### src/rtl/mem_port_arbiter_pkg.sv
// Shared encodings for the data-memory port arbiter: FSM states and requester port indices.
package mem_port_arbiter_pkg;

  typedef enum logic [1:0] {
    ST_IDLE  = 2'd0,
    ST_ISSUE = 2'd1,
    ST_RWAIT = 2'd2
  } state_t;

  localparam logic PORT_CPU = 1'b0;
  localparam logic PORT_DBG = 1'b1;

endpackage

### src/rtl/rr_arb2.sv
// Two-way round-robin winner select; purely combinational, the last-grant history lives in the caller.
module rr_arb2
  import mem_port_arbiter_pkg::*;
(
  input  logic req0,
  input  logic req1,
  input  logic last_gnt,
  output logic gnt_vld,
  output logic gnt
);

  always_comb begin
    gnt_vld = req0 | req1;
    if (req0 && req1) begin
      gnt = (last_gnt == PORT_CPU) ? PORT_DBG : PORT_CPU;
    end else if (req1) begin
      gnt = PORT_DBG;
    end else begin
      gnt = PORT_CPU;
    end
  end

endmodule

### src/rtl/mem_port_arbiter.sv
// Shares the single-ported data memory between the CPU and the debug loader, one byte per transaction,
// round-robin on ties; writes take two cycles, reads two plus the memory read latency.
module mem_port_arbiter
  import mem_port_arbiter_pkg::*;
#(
  parameter int ADDR_W   = 8,
  parameter int DATA_W   = 8,
  parameter int READ_LAT = 1
) (
  input  logic              clock,
  input  logic              reset,
  input  logic              cpu_req,
  input  logic              cpu_we,
  input  logic [ADDR_W-1:0] cpu_addr,
  input  logic [DATA_W-1:0] cpu_wdata,
  output logic              cpu_ack,
  output logic [DATA_W-1:0] cpu_rdata,
  input  logic              dbg_req,
  input  logic              dbg_we,
  input  logic [ADDR_W-1:0] dbg_addr,
  input  logic [DATA_W-1:0] dbg_wdata,
  output logic              dbg_ack,
  output logic [DATA_W-1:0] dbg_rdata,
  output logic [ADDR_W-1:0] mem_addr,
  output logic [DATA_W-1:0] mem_data,
  output logic              mem_wren,
  output logic              mem_rden,
  input  logic [DATA_W-1:0] mem_q,
  output logic              busy,
  output logic              owner
);

  state_t            state;
  state_t            state_nxt;
  logic              last_gnt;
  logic              cmd_port;
  logic              cmd_we;
  logic [ADDR_W-1:0] cmd_addr;
  logic [DATA_W-1:0] cmd_wdata;
  logic [1:0]        wait_cnt;
  logic [DATA_W-1:0] cpu_rdata_q;
  logic [DATA_W-1:0] dbg_rdata_q;
  logic              gnt_vld;
  logic              gnt;
  logic              grant;
  logic              wr_done;
  logic              rd_done;

  rr_arb2 u_rr_arb2 (
    .req0     (cpu_req),
    .req1     (dbg_req),
    .last_gnt (last_gnt),
    .gnt_vld  (gnt_vld),
    .gnt      (gnt)
  );

  always_comb begin
    state_nxt = state;
    grant     = 1'b0;
    wr_done   = 1'b0;
    rd_done   = 1'b0;
    case (state)
      ST_IDLE: begin
        if (gnt_vld) begin
          grant     = 1'b1;
          state_nxt = ST_ISSUE;
        end
      end
      ST_ISSUE: begin
        wr_done   = cmd_we;
        state_nxt = cmd_we ? ST_IDLE : ST_RWAIT;
      end
      ST_RWAIT: begin
        if (wait_cnt == 2'd1) begin
          rd_done   = 1'b1;
          state_nxt = ST_IDLE;
        end
      end
      default: state_nxt = ST_IDLE;
    endcase
  end

  // Strobes decode from state so an async reset drops them without waiting for an edge.
  assign mem_wren = (state == ST_ISSUE) &&  cmd_we;
  assign mem_rden = (state == ST_ISSUE) && !cmd_we;
  assign mem_addr = cmd_addr;
  assign mem_data = cmd_wdata;
  assign busy     = (state != ST_IDLE);
  assign owner    = cmd_port;
  assign cpu_ack  = (wr_done | rd_done) && (cmd_port == PORT_CPU);
  assign dbg_ack  = (wr_done | rd_done) && (cmd_port == PORT_DBG);

  // Read data arrives on mem_q in the ack cycle; forward it then, hold the captured copy afterwards.
  assign cpu_rdata = (rd_done && cmd_port == PORT_CPU) ? mem_q : cpu_rdata_q;
  assign dbg_rdata = (rd_done && cmd_port == PORT_DBG) ? mem_q : dbg_rdata_q;

  always_ff @(posedge clock or posedge reset) begin
    if (reset) begin
      state       <= ST_IDLE;
      last_gnt    <= PORT_DBG;
      cmd_port    <= PORT_CPU;
      cmd_we      <= 1'b0;
      cmd_addr    <= '0;
      cmd_wdata   <= '0;
      wait_cnt    <= 2'd0;
      cpu_rdata_q <= '0;
      dbg_rdata_q <= '0;
    end else begin
      state <= state_nxt;
      if (grant) begin
        cmd_port  <= gnt;
        last_gnt  <= gnt;
        cmd_we    <= (gnt == PORT_DBG) ? dbg_we    : cpu_we;
        cmd_addr  <= (gnt == PORT_DBG) ? dbg_addr  : cpu_addr;
        cmd_wdata <= (gnt == PORT_DBG) ? dbg_wdata : cpu_wdata;
      end
      if (state == ST_ISSUE && !cmd_we) begin
        wait_cnt <= 2'(READ_LAT);
      end else if (state == ST_RWAIT) begin
        wait_cnt <= wait_cnt - 2'd1;
      end
      if (rd_done && cmd_port == PORT_CPU) cpu_rdata_q <= mem_q;
      if (rd_done && cmd_port == PORT_DBG) dbg_rdata_q <= mem_q;
    end
  end

endmodule

### config.mk
export PLATFORM = sky130hd
export DESIGN_NAME = mem_port_arbiter
export DESIGN_NICKNAME = d
export VERILOG_FILES = /design/src/rtl/mem_port_arbiter_pkg.sv /design/src/rtl/rr_arb2.sv /design/src/rtl/mem_port_arbiter.sv
export SDC_FILE = /design/constraint.sdc
export NUM_CORES = 1
export LEC_CHECK = 0
export BUFFER_PORTS_ARGS = -buffer_cell sky130_fd_sc_hd__buf_2
export CORE_AREA = 3 3 75 77
export DETAILED_ROUTE_END_ITERATION = 8
export DIE_AREA = 0 0 78 80
export PLACE_DENSITY = 0.61
export SYNTH_ARGS = -nofsm -noshare
export SYNTH_HDL_FRONTEND = slang
export SYNTH_SLANG_ARGS = --single-unit
### constraint.sdc
create_clock -name clock -period 3.8 [get_ports clock]
set_clock_uncertainty 0.2 [all_clocks]
set_input_delay 0.76 -clock clock [delete_from_list [all_inputs] [get_ports clock]]
set_output_delay 0.76 -clock clock [all_outputs]
set_load 0.005 [all_outputs]
==> impl_metrics.json <==
{
  "status": "complete, no violations",
  "max-slew-margin-rel_pct": 43.7,
  "clkSinkCount": 39,
  "finalHoldViolCount": 0,
  "antenna_cells": 0,
  "die_h_microns": 80,
  "gp_congestion": 0.793,
  "die_w_microns": 78,
  "finalCriticalPeriod_ns": 3.00,
  "p_per_area_mw_per_mm2": 730,
  "seq_area_frac_synth_pct": 54.8,
  "floorplan.initialDensity_pct": 35.1,
  "synth_top_area_share_pct": 53.3,
  "min_period_over_period_pct": 79.1,
  "wire_per_inst_microns": 12.8,
  "htree_num_levels": 2,
  "numCtsBuffers": 5,
  "cts_tree": "yes",
  "path_class": "reg -> out",
  "ir_drop_mv": 0.294,
  "p_leak_uw": 0.00117,
  "die-area_sq_mm": 0.00624,
  "syn2layout_area_growth_pct": 31.5,
  "clk_path_buf_depth": 2,
  "firstDrtPassIters": 3,
  "nFillCells": 478,
  "tightest_slew_ns": 0.844,
  "root_buffer": "clkbuf_8",
  "crit_path_end_kind": "output port",
  "synth_cell_type_count": 26,
  "first_iter_violations": 15,
  "required_ns": 2.84,
  "grt_start_max_net_pins": 22,
  "grt_pass1_wl_microns": 6040,
  "worstPathMaxFanout": 8,
  "max_freq_mhz": 333,
  "overflow": 0,
  "cap_violations": 0,
  "clk_pin_slew_ns": 0.07,
  "postCtsHoldBufs": 0,
  "dp_hpwl_microns": 2780,
  "drv_slew": 0,
  "io_pins": 84,
  "startpoint_type": "register",
  "viasPerCell": 4.45,
  "clkLatencyLatePin_ns": 0.28,
  "netlist_area_sq_mm": 0.00178,
  "tns_ns": 0,
  "vias": 1241,
  "hold_class": "reg -> reg",
  "drc": 0,
  "routed_wl_microns": 3580,
  "syn_inst": 119,
  "core_area_sq_mm": 0.00507,
  "port_buffers": 83,
  "grt_pass1_vias": 1260,
  "dp.cells": 271,
  "fin_cells": 279,
  "avgSynthCellArea_sq_um": 15.0,
  "antenna_found_initial": 0,
  "ant_nets": 0,
  "netlist_top_cells_area": "dfrtp_1 (53%), mux2_2 (25%), mux2_4 (6.7%)",
  "rsz0062_at_grt": "no",
  "syn_nets": 166,
  "post_cts_resized": 0,
  "cts_setup_buffers": 0,
  "worstPathArrival_ns": 2.04,
  "setup_violations": 0,
  "ys_warn_count": 0,
  "ys_ff_latch": 39,
  "synth_top_area_cell": "dfrtp_1",
  "nets": 255,
  "drive_gt1_share_pct": 67.9,
  "grt_use_total_pct": 12.4,
  "rows": 26
}
-- flip-flops by register name (all words and copies together) (netlist names) --
register / cells
cpu_rdata_q: 8
dbg_rdata_q: 8
mem_addr: 8
mem_data: 8
state: 2
wait_cnt: 2
cmd_we: 1
last_gnt: 1
owner: 1
-- cells in the mapped netlist (all sizes together) --
library cell and count:
a31oi 1, nand3 1, buf 3, nor3b 2, nor2 3, inv 5
mux2 48, nand2 1, nor2b 2, ha 1, o2bb2ai 1, dfstp 1
a211oi 1, mux2i 2, o21ai 1, and3b 1, a21bo 1, a21oi 3
nand2b 1, o21bai 1, dfrtp 38, o221ai 1
-- cell type report --
type	instances	area [sq um]	share of cell area (%)
multi-input combinational	72	751	32.0
sequential	39	977	41.7
timing repair buffer	85	430	18.4
tap	70	87.6	3.74
inverter	5	18.8	0.800
clock buffer	8	80.1	3.42
-- routing by layer --
layer	GRT usage (%)	vias up	share of wire (%)	wire length, microns
met5	0	-	0	0
met4	4.20	0	0.75	27
met2	20.1	47	50	1790
li1	-	606	-	-
met1	15.1	586	41	1480
met3	4.85	2	7.8	281
-- worst max-delay path, stage by stage, from the launching register on --
cell,delay [ns]
dfrtp_1,0.36
inv_1,0.07
ha_1,0.20
nor3b_2,0.59
mux2_2,0.42
buf_2,0.13
-- logic make-up after synthesis --
logic type | synth area share [%]
AOI/OAI and AO/OA | 4.07
DFF | 54.8
muxes | 33.1
buffers and inverters | 3.09
adders and majority gates | 0.702
and+or+nand+nor | 4.21
-- layout by cell type (no fill, tap or decap) --
master	count
a31oi_1	1
o221ai_1	1
mux2i_1	2
ha_1	1
mux2_4	8
o21ai_2	1
nand2_1	1
a21oi_1	3
a211oi_1	1
nor2b_1	2
nand2b_4	1
o21bai_1	1
buf_2	83
buf_4	2
dfrtp_1	38
nor3b_1	1
o2bb2ai_1	1
dfstp_2	1
nand3_1	1
clkbuf_8	5
a21bo_1	1
nor3b_2	1
clkbuf_1	3
and3b_1	1
mux2_2	40
inv_1	5
nor2_1	3
-- power by group --
part / internal [uW] / switching, uW
Combinational: 425 / 308
Clock: 130 / 130
Sequential: 626 / 91.9
Total: 1180 / 530
-- path summary, 6_finish.rpt --
check	start	endpoint	slack, ns	depth (start not counted)
max	wait_cnt[1]	cpu_rdata[5]	0.80	5
min	dbg_rdata_q[1]	dbg_rdata_q[1]	0.29	1
max reg2reg	last_gnt	mem_data[4]	1.62	3
min reg2reg	dbg_rdata_q[1]	dbg_rdata_q[1]	0.29	1
max in group asynchronous	reset	mem_addr[5]	2.27	3
min in group asynchronous	reset	mem_data[6]	0.38	2
-- per-stage QoR --
| stage | utilization (%) | total power, uW | worst slack (ns) | hold WS [ns] | cell area [sq um] |
|---|---|---|---|---|---|
| 2_1_floorplan | - | 1170 | 1.43 | 0.285 | 1780 |
| 3_3_place_gp | 44.6 | 1460 | 1.09 | 0.273 | 2260 |
| 3_5_place_dp | 44.6 | 1480 | 1.04 | 0.279 | 2260 |
| 4_1_cts | 46.2 | 1750 | 0.714 | 0.297 | 2340 |
| 5_1_grt | 46.2 | 1860 | 0.554 | 0.307 | 2340 |
| 6_report | 46.2 | 1710 | 0.795 | 0.293 | 2340 |
No activity file was read; power rests on OpenSTA's default activity.
